--- config.mk ---
export PLATFORM = sky130hd
export DESIGN_NAME = abacus_snapshot_streamer
export DESIGN_NICKNAME = d
export VERILOG_FILES = /design/src/rtl/abacus_pkg.sv /design/src/rtl/abacus_sync_fifo.sv /design/src/rtl/abacus_snapshot_streamer.sv
export SDC_FILE = /design/constraint.sdc
export NUM_CORES = 1
export LEC_CHECK = 0
export BUFFER_PORTS_ARGS = -buffer_cell sky130_fd_sc_hd__buf_2
export CORE_UTILIZATION = 60
export CTS_BUF_LIST = sky130_fd_sc_hd__clkbuf_8
export CTS_CLUSTER_DIAMETER = 120
export CTS_CLUSTER_SIZE = 16
export DETAILED_ROUTE_END_ITERATION = 8
export PLACE_DENSITY_LB_ADDON = 0.08
export SETUP_SLACK_MARGIN = 0.2
export SYNTH_ARGS = -nofsm -noshare
export SYNTH_HDL_FRONTEND = slang
export SYNTH_SLANG_ARGS = --single-unit
--- constraint.sdc ---
create_clock -name clk -period 4.7 [get_ports clk]
set_clock_uncertainty 0.1 [all_clocks]
set_input_delay 0.47 -clock clk [delete_from_list [all_inputs] [get_ports clk]]
set_output_delay 0.47 -clock clk [all_outputs]
set_load 0.01 [all_outputs]
--- src/rtl/abacus_pkg.sv ---
// Shared types and constants for the ABACUS snapshot streamer: FSM states,
// frame header layout and profiler window offsets.
package abacus_pkg;

  typedef enum logic [1:0] {
    ST_IDLE = 2'd0,
    ST_HDR  = 2'd1,
    ST_TS   = 2'd2,
    ST_READ = 2'd3
  } state_t;

  localparam logic [7:0]  SNAPSHOT_MAGIC = 8'hAB;
  localparam logic [15:0] WINDOW_INSTR   = 16'h0100;
  localparam logic [15:0] WINDOW_CACHE   = 16'h0200;

  localparam int unsigned HDR_MAGIC_W = 8;
  localparam int unsigned HDR_SEQ_W   = 8;
  localparam int unsigned HDR_RSVD_W  = 8;
  localparam int unsigned HDR_LEN_W   = 8;

  typedef struct packed {
    logic [HDR_MAGIC_W-1:0] magic;
    logic [HDR_SEQ_W-1:0]   seq;
    logic [HDR_RSVD_W-1:0]  rsvd;
    logic [HDR_LEN_W-1:0]   len;
  } hdr_t;

  function automatic logic [31:0] make_hdr(input logic [HDR_SEQ_W-1:0] seq,
                                           input logic [HDR_LEN_W-1:0] len);
    hdr_t h;
    h.magic = SNAPSHOT_MAGIC;
    h.seq   = seq;
    h.rsvd  = '0;
    h.len   = len;
    return h;
  endfunction

endpackage

--- src/rtl/abacus_sync_fifo.sv ---
// Synchronous FIFO with a registered output stage (valid/ready) and a
// free-space count that includes the output register.
module abacus_sync_fifo #(
  parameter int unsigned DEPTH = 32,
  parameter int unsigned WIDTH = 33
) (
  input  logic                     clk,
  input  logic                     rst,
  input  logic                     wr_en,
  input  logic [WIDTH-1:0]         wr_data,
  output logic [WIDTH-1:0]         rd_data,
  output logic                     rd_valid,
  input  logic                     rd_ready,
  output logic [$clog2(DEPTH):0]   free
);

  localparam int unsigned AW = $clog2(DEPTH);
  localparam logic [AW:0] DEPTH_W = (AW+1)'(DEPTH);

  logic [WIDTH-1:0] mem [DEPTH];
  logic [AW-1:0]    wptr, rptr;
  logic [AW:0]      mcount;
  logic             load_out, mem_rd, mem_wr;

  // A write into an empty FIFO with a free output slot bypasses the array,
  // giving one cycle from write to rd_valid.
  always_comb begin
    load_out = !rd_valid || rd_ready;
    mem_rd   = load_out && (mcount != '0);
    mem_wr   = wr_en && !(load_out && (mcount == '0));
    free     = DEPTH_W - mcount - {{AW{1'b0}}, rd_valid};
  end

  always_ff @(posedge clk or negedge rst) begin
    if (!rst) begin
      wptr     <= '0;
      rptr     <= '0;
      mcount   <= '0;
      rd_valid <= 1'b0;
      rd_data  <= '0;
    end else begin
      if (mem_wr) wptr <= wptr + 1'b1;
      if (mem_rd) rptr <= rptr + 1'b1;
      mcount <= mcount + {{AW{1'b0}}, mem_wr} - {{AW{1'b0}}, mem_rd};
      if (load_out) begin
        if (mem_rd) begin
          rd_data  <= mem[rptr];
          rd_valid <= 1'b1;
        end else if (wr_en) begin
          rd_data  <= wr_data;
          rd_valid <= 1'b1;
        end else begin
          rd_valid <= 1'b0;
        end
      end
    end
  end

  always_ff @(posedge clk) begin
    if (mem_wr) mem[wptr] <= wr_data;
  end

endmodule

--- src/rtl/abacus_snapshot_streamer.sv ---
// Periodic Wishbone burst reader of ABACUS profiler counters, framed into a
// valid/ready stream. Optional timestamp word: ABACUS_SNAPSHOT_TIMESTAMP_EN.
module abacus_snapshot_streamer
  import abacus_pkg::*;
#(
  parameter logic [31:0] ABACUS_BASE_ADDR = 32'hf0030000,
  parameter logic [15:0] WINDOW_OFFSET    = WINDOW_INSTR,
  parameter int unsigned NUM_WORDS        = 11,
  parameter int unsigned FIFO_DEPTH       = 32
) (
  input  logic        clk,
  input  logic        rst,
  input  logic        cfg_enable,
  input  logic [31:0] cfg_interval,
  output logic        m_wb_cyc,
  output logic        m_wb_stb,
  output logic        m_wb_we,
  output logic [31:0] m_wb_adr,
  input  logic [31:0] m_wb_dat_i,
  input  logic        m_wb_ack,
  output logic [31:0] sample_data,
  output logic        sample_valid,
  output logic        sample_last,
  input  logic        sample_ready,
  output logic [15:0] dropped_frames,
  output logic        busy
);

  logic [31:0] ts_q;
  logic        accept;

`ifdef ABACUS_SNAPSHOT_TIMESTAMP_EN
  localparam bit TS_EN = 1'b1;
  logic [31:0] ts_cnt;

  always_ff @(posedge clk or negedge rst) begin
    if (!rst) begin
      ts_cnt <= '0;
      ts_q   <= '0;
    end else begin
      ts_cnt <= ts_cnt + 32'd1;
      if (accept) ts_q <= ts_cnt;
    end
  end
`else
  localparam bit TS_EN = 1'b0;
  assign ts_q = '0;
`endif

  localparam int unsigned FRAME_LEN   = NUM_WORDS + 1 + (TS_EN ? 1 : 0);
  localparam int unsigned FW          = $clog2(FIFO_DEPTH) + 1;
  localparam logic [FW-1:0] FRAME_LEN_W = FW'(FRAME_LEN);
  localparam logic [7:0]  HDR_LEN     = 8'(FRAME_LEN - 1);
  localparam logic [7:0]  LAST_IDX    = 8'(NUM_WORDS - 1);
  localparam logic [31:0] WINDOW_ADDR = ABACUS_BASE_ADDR + {16'h0000, WINDOW_OFFSET};

  state_t          state;
  logic [7:0]      seq;
  logic [7:0]      widx;
  logic            en_q, tick, start_burst;
  logic [31:0]     tmr;
  logic [FW-1:0]   fifo_free;
  logic            fifo_wr;
  logic [32:0]     fifo_wdata;
  logic [32:0]     fifo_rdata;

  assign m_wb_we = 1'b0;
  assign busy    = (state != ST_IDLE);

  always_comb begin
    tick        = cfg_enable && en_q && (cfg_interval != '0) && (tmr == '0);
    accept      = tick && (state == ST_IDLE) && (fifo_free >= FRAME_LEN_W);
    start_burst = (state == ST_TS) || ((state == ST_HDR) && !TS_EN);
  end

  // Timer reload on enable rise or expiry; holds while disabled.
  always_ff @(posedge clk or negedge rst) begin
    if (!rst) begin
      en_q <= 1'b0;
      tmr  <= '0;
    end else begin
      en_q <= cfg_enable;
      if ((cfg_enable && !en_q) || tick)
        tmr <= cfg_interval - 32'd1;
      else if (cfg_enable && (tmr != '0))
        tmr <= tmr - 32'd1;
    end
  end

  always_ff @(posedge clk or negedge rst) begin
    if (!rst)
      dropped_frames <= '0;
    else if (tick && !accept && (dropped_frames != '1))
      dropped_frames <= dropped_frames + 16'd1;
  end

  always_ff @(posedge clk or negedge rst) begin
    if (!rst) begin
      state    <= ST_IDLE;
      seq      <= '0;
      widx     <= '0;
      m_wb_cyc <= 1'b0;
      m_wb_stb <= 1'b0;
      m_wb_adr <= '0;
    end else begin
      if (start_burst) begin
        m_wb_cyc <= 1'b1;
        m_wb_stb <= 1'b1;
        m_wb_adr <= WINDOW_ADDR;
        widx     <= '0;
      end
      case (state)
        ST_IDLE: if (accept) state <= ST_HDR;
        ST_HDR: begin
          seq   <= seq + 8'd1;
          state <= TS_EN ? ST_TS : ST_READ;
        end
        ST_TS:   state <= ST_READ;
        ST_READ: begin
          if (m_wb_ack) begin
            if (widx == LAST_IDX) begin
              state    <= ST_IDLE;
              m_wb_cyc <= 1'b0;
              m_wb_stb <= 1'b0;
            end else begin
              widx     <= widx + 8'd1;
              m_wb_adr <= m_wb_adr + 32'd4;
            end
          end
        end
        default: state <= ST_IDLE;
      endcase
    end
  end

  always_comb begin
    fifo_wr    = 1'b0;
    fifo_wdata = '0;
    case (state)
      ST_HDR: begin
        fifo_wr    = 1'b1;
        fifo_wdata = {1'b0, make_hdr(seq, HDR_LEN)};
      end
      ST_TS: begin
        fifo_wr    = 1'b1;
        fifo_wdata = {1'b0, ts_q};
      end
      ST_READ: begin
        if (m_wb_ack) begin
          fifo_wr    = 1'b1;
          fifo_wdata = {(widx == LAST_IDX), m_wb_dat_i};
        end
      end
      default: ;
    endcase
  end

  abacus_sync_fifo #(
    .DEPTH (FIFO_DEPTH),
    .WIDTH (33)
  ) u_fifo (
    .clk      (clk),
    .rst      (rst),
    .wr_en    (fifo_wr),
    .wr_data  (fifo_wdata),
    .rd_data  (fifo_rdata),
    .rd_valid (sample_valid),
    .rd_ready (sample_ready),
    .free     (fifo_free)
  );

  assign sample_data = fifo_rdata[31:0];
  assign sample_last = fifo_rdata[32];

endmodule
==> qor.csv <==
stage,metric,value,unit
synthesis,syn_nets,2700,
critical_path,CP max stage cell,or4_4,
route,vias per cell,6.51,
synthesis,ys flop type,edfxtp_1,
critical_path,FF-to-FF Start,tmr[27],
die,die width,287,um
outcome,status,finished clean,
global_routing,gr ovfl total,0,
die,die height,287,um
synthesis,"EDFF count, synth",1056,
timing,"Slew Viols, Final",0,
clock_tree,"Reg clk slew, reported paths",0.10,ns
clock_tree,TritonCTS clock tree,built,
critical_path,R2R cell count,13,
global_routing,vias in the first global route,26100,
placement,dpl hpwl,66.7,mm
layout,Register Area,35500,um^2
global_routing,largest net degree at the start of global routing,77,
route,DRC viols,0,
critical_path,CP Class,reg2reg,
placement,gpl congestion,0.835,
layout,"commonest cells after routing, fill and taps aside","edfxtp_1 (1,056), mux4_2 (264), buf_2 (152), dfrtp_1 (148), mux2i_1 (145)",
timing,Worst slew margin,11.9,%
critical_path,crit start category,flip-flop,
layout,Finished Layout Cells,3947,
clock_tree,total CTS buffers,85,
worst_hold_path,"Endpoint, Worst Hold",tmr[2],
route,DRT iter0 DRCs,2671,
critical_path,Worst setup EP type,flip-flop,
timing,total negative slack,0,ns
synthesis,Ys Warns,0,
pwr,power per standard cell area,549,nW/um^2
critical_path,r2r endpoint,tmr[26],
placement,Placed Cells,3764,
critical_path,crit-path max cell delay,0.56,ns
synthesis,Post-Syn Area per Cell,18.8,um^2
route,Routed WL,114,mm
layout,"leading cell type in the layout, fill and taps excluded",edfxtp_1,
global_routing,first-pass GRT wire length,168,mm
timing,final worst-path cycle share,88.9,%
layout,layout cells sized above 1,23.4,%
die,Core Area,80500,um^2
clock_tree,Clock Root Buffer,clkbuf_8,
clock_tree,Longest Clk Path Bufs,3,
layout,Area Growth Syn to Fin,9.45,%
global_routing,GRT Util Overall,28.1,%
clock_tree,Clock Sinks,1207,
pwr,worst ir drop on vdd,0.000523,V
timing,Worst-Margin Slew,1.32,ns
clock_tree,Worst-Skew Late Latency,0.74,ns
die,DIE AREA,82500,um^2
timing,# setup viols final,0,
layout,# fillers,5358,
timing,"Hold Vio Cnt, Final",0,
synthesis,Syn Inst Count,2600,
die,cell row count,104,
timing,hold slack,0.0458,ns
run,max_cap viols,0,
route,number of routed nets with antenna violations,0,
placement,port bufs,153,
synthesis,synthesized flop and latch total,1207,
die,Initial Utilization,60.6,%
layout,area of the multi-input gates,12900,um^2
die,number of I/O pins,155,
critical_path,WP buf/inv,1,
critical_path,crit path DAT,4.64,ns
route,Via Count,25700,
pwr,overall power,0.0293,W
layout,nets,2914,
route,drt pass-1 iters,5,
timing,fin crit period,4.18,ns
timing,RSZ-0062 raised after global routing,no,
critical_path,crit-path max FO,6,
critical_path,critical path cell sequence,or4_4 -> nor4_4 -> nand3_2 -> a221o_2 -> mux2i_1 -> ha_1 -> nand3b_1 -> a2111oi_4 -> nand4b_1 -> buf_4 -> nor4_1 -> xnor2_1 -> a21oi_1,
clock_tree,htree depth,3,
synthesis,"Cell Area, Synth",48800,um^2
pwr,Leak,18.2,nW
critical_path,critical path's top delay family,simple AND/OR/NAND/NOR gates,
critical_path,"Req. time, crit path",5.16,ns
route,routed len/inst,28.9,um
global_routing,initial antenna violation count,1,
synthesis,"Distinct cells, synth",72,
worst_hold_path,Hold/Removal Path Class,in2reg,
synthesis,register area share after synthesis,72.7,%
critical_path,worst reg-to-reg setup slack,0.52,ns
worst_hold_path,Worst Hold Depth,4,
timing,maximum clock rate,239,MHz
synthesis,Synth async-reset ratio,12.5,%
worst_hold_path,hold_sp,cfg_interval[2],
tightest hold or removal path, cell delays in order:
cell and delay (ns):
buf_2 0.12, xor2_1 0.07, nor2_1 0.10, a21oi_1 0.05
how the worst max path moves through the flow:
stage | to | startpoint | cells after the start
3_5_place_dp | tmr[28] | tmr[27] | 13
5_1_grt | tmr[26] | tmr[21] | 13
2_1_floorplan | tmr[28] | tmr[27] | 15
4_1_cts | tmr[28] | tmr[27] | 13
6_report | tmr[26] | tmr[27] | 13
3_3_place_gp | tmr[26] | tmr[27] | 12
metal layers:
metal	vias up	GRT usage (%)	share of wire (%)
li1	10900	-	-
met1	13500	40.7	41
met2	1147	45.6	49
met3	123	4.43	8.1
met4	0	7.03	1.9
met5	-	0	0
cell usage after synthesis (44+ instances only):
library cell / instances / area (um^2)
edfxtp_1: 1056 / 31700
mux4_2: 264 / 5950
dfrtp_1: 151 / 3780
xnor2_1: 66 / 578
nand3_1: 44 / 220
a22oi_1: 67 / 503
clkbuf_1: 89 / 334
mux2i_1: 145 / 1450
nand2_1: 76 / 285
nor2_1: 145 / 544
o21ai_0: 52 / 260
a21oi_1: 56 / 280
power breakdown:
part           switching [W]  internal [W]  leakage (nW)  total (W)
combinational        0.00585       0.00406          5.67    0.00991
sequential          0.000724        0.0136          11.5     0.0144
clock                0.00323       0.00178          1.00    0.00502
cells by family (layout without fill, tap and decap cells):
group                      after synthesis  in the layout  synth area share [%]
AOI/OAI and AO/OA                      264            264                  3.58
xor gates and xnor gates                93             93                  1.68
adders and majority gates               31             31                 0.810
buffers and inverters                  158            444                  1.38
DFF                                   1207           1207                  72.7
muxes                                  412            412                  15.2
other                                    1              2               0.00769
and+or+nand+nor                        434            434                  4.57
layout make-up:
cell class	count	share of cell area [%]
diodes	1	0.00469
clock buffers	89	2.29
clock inverters	70	0.534
inverters	22	0.155
multi-input cells	1235	24.2
flip-flops and latches	1207	66.5
well taps	1060	2.48
repair buffers	263	3.84
sequential cells by signal, indices dropped and copies added, names as in the netlist:
signal           count
u_fifo.mem        1056
u_fifo.rd_data      33
m_wb_adr            32
tmr                 32
dropped_frames      16
seq                  8
widx                 8
u_fifo.mcount        6
u_fifo.rptr          5
u_fifo.wptr          5
state                2
en_q                 1
m_wb_cyc             1
m_wb_stb             1
u_fifo.rd_valid      1
per-stage QoR:
step                setup WS, ns  utilization, %  area [um^2]
finish                     0.521            66.3        53400
detailed placement         0.365            64.1        51700
global placement           0.462            64.1        51700
floorplan                  0.602               -        48800
global route               0.250            66.3        53400
CTS                        0.357            66.3        53400
repair_timing:
action                                  CTS  global route
buffers inserted                          0             2
resized for setup                         0             1
endpoints found under the setup margin    0             5
hold buffers                             21             0
endpoints found under the hold margin    95             0
Power figures use the tool's default switching activity.
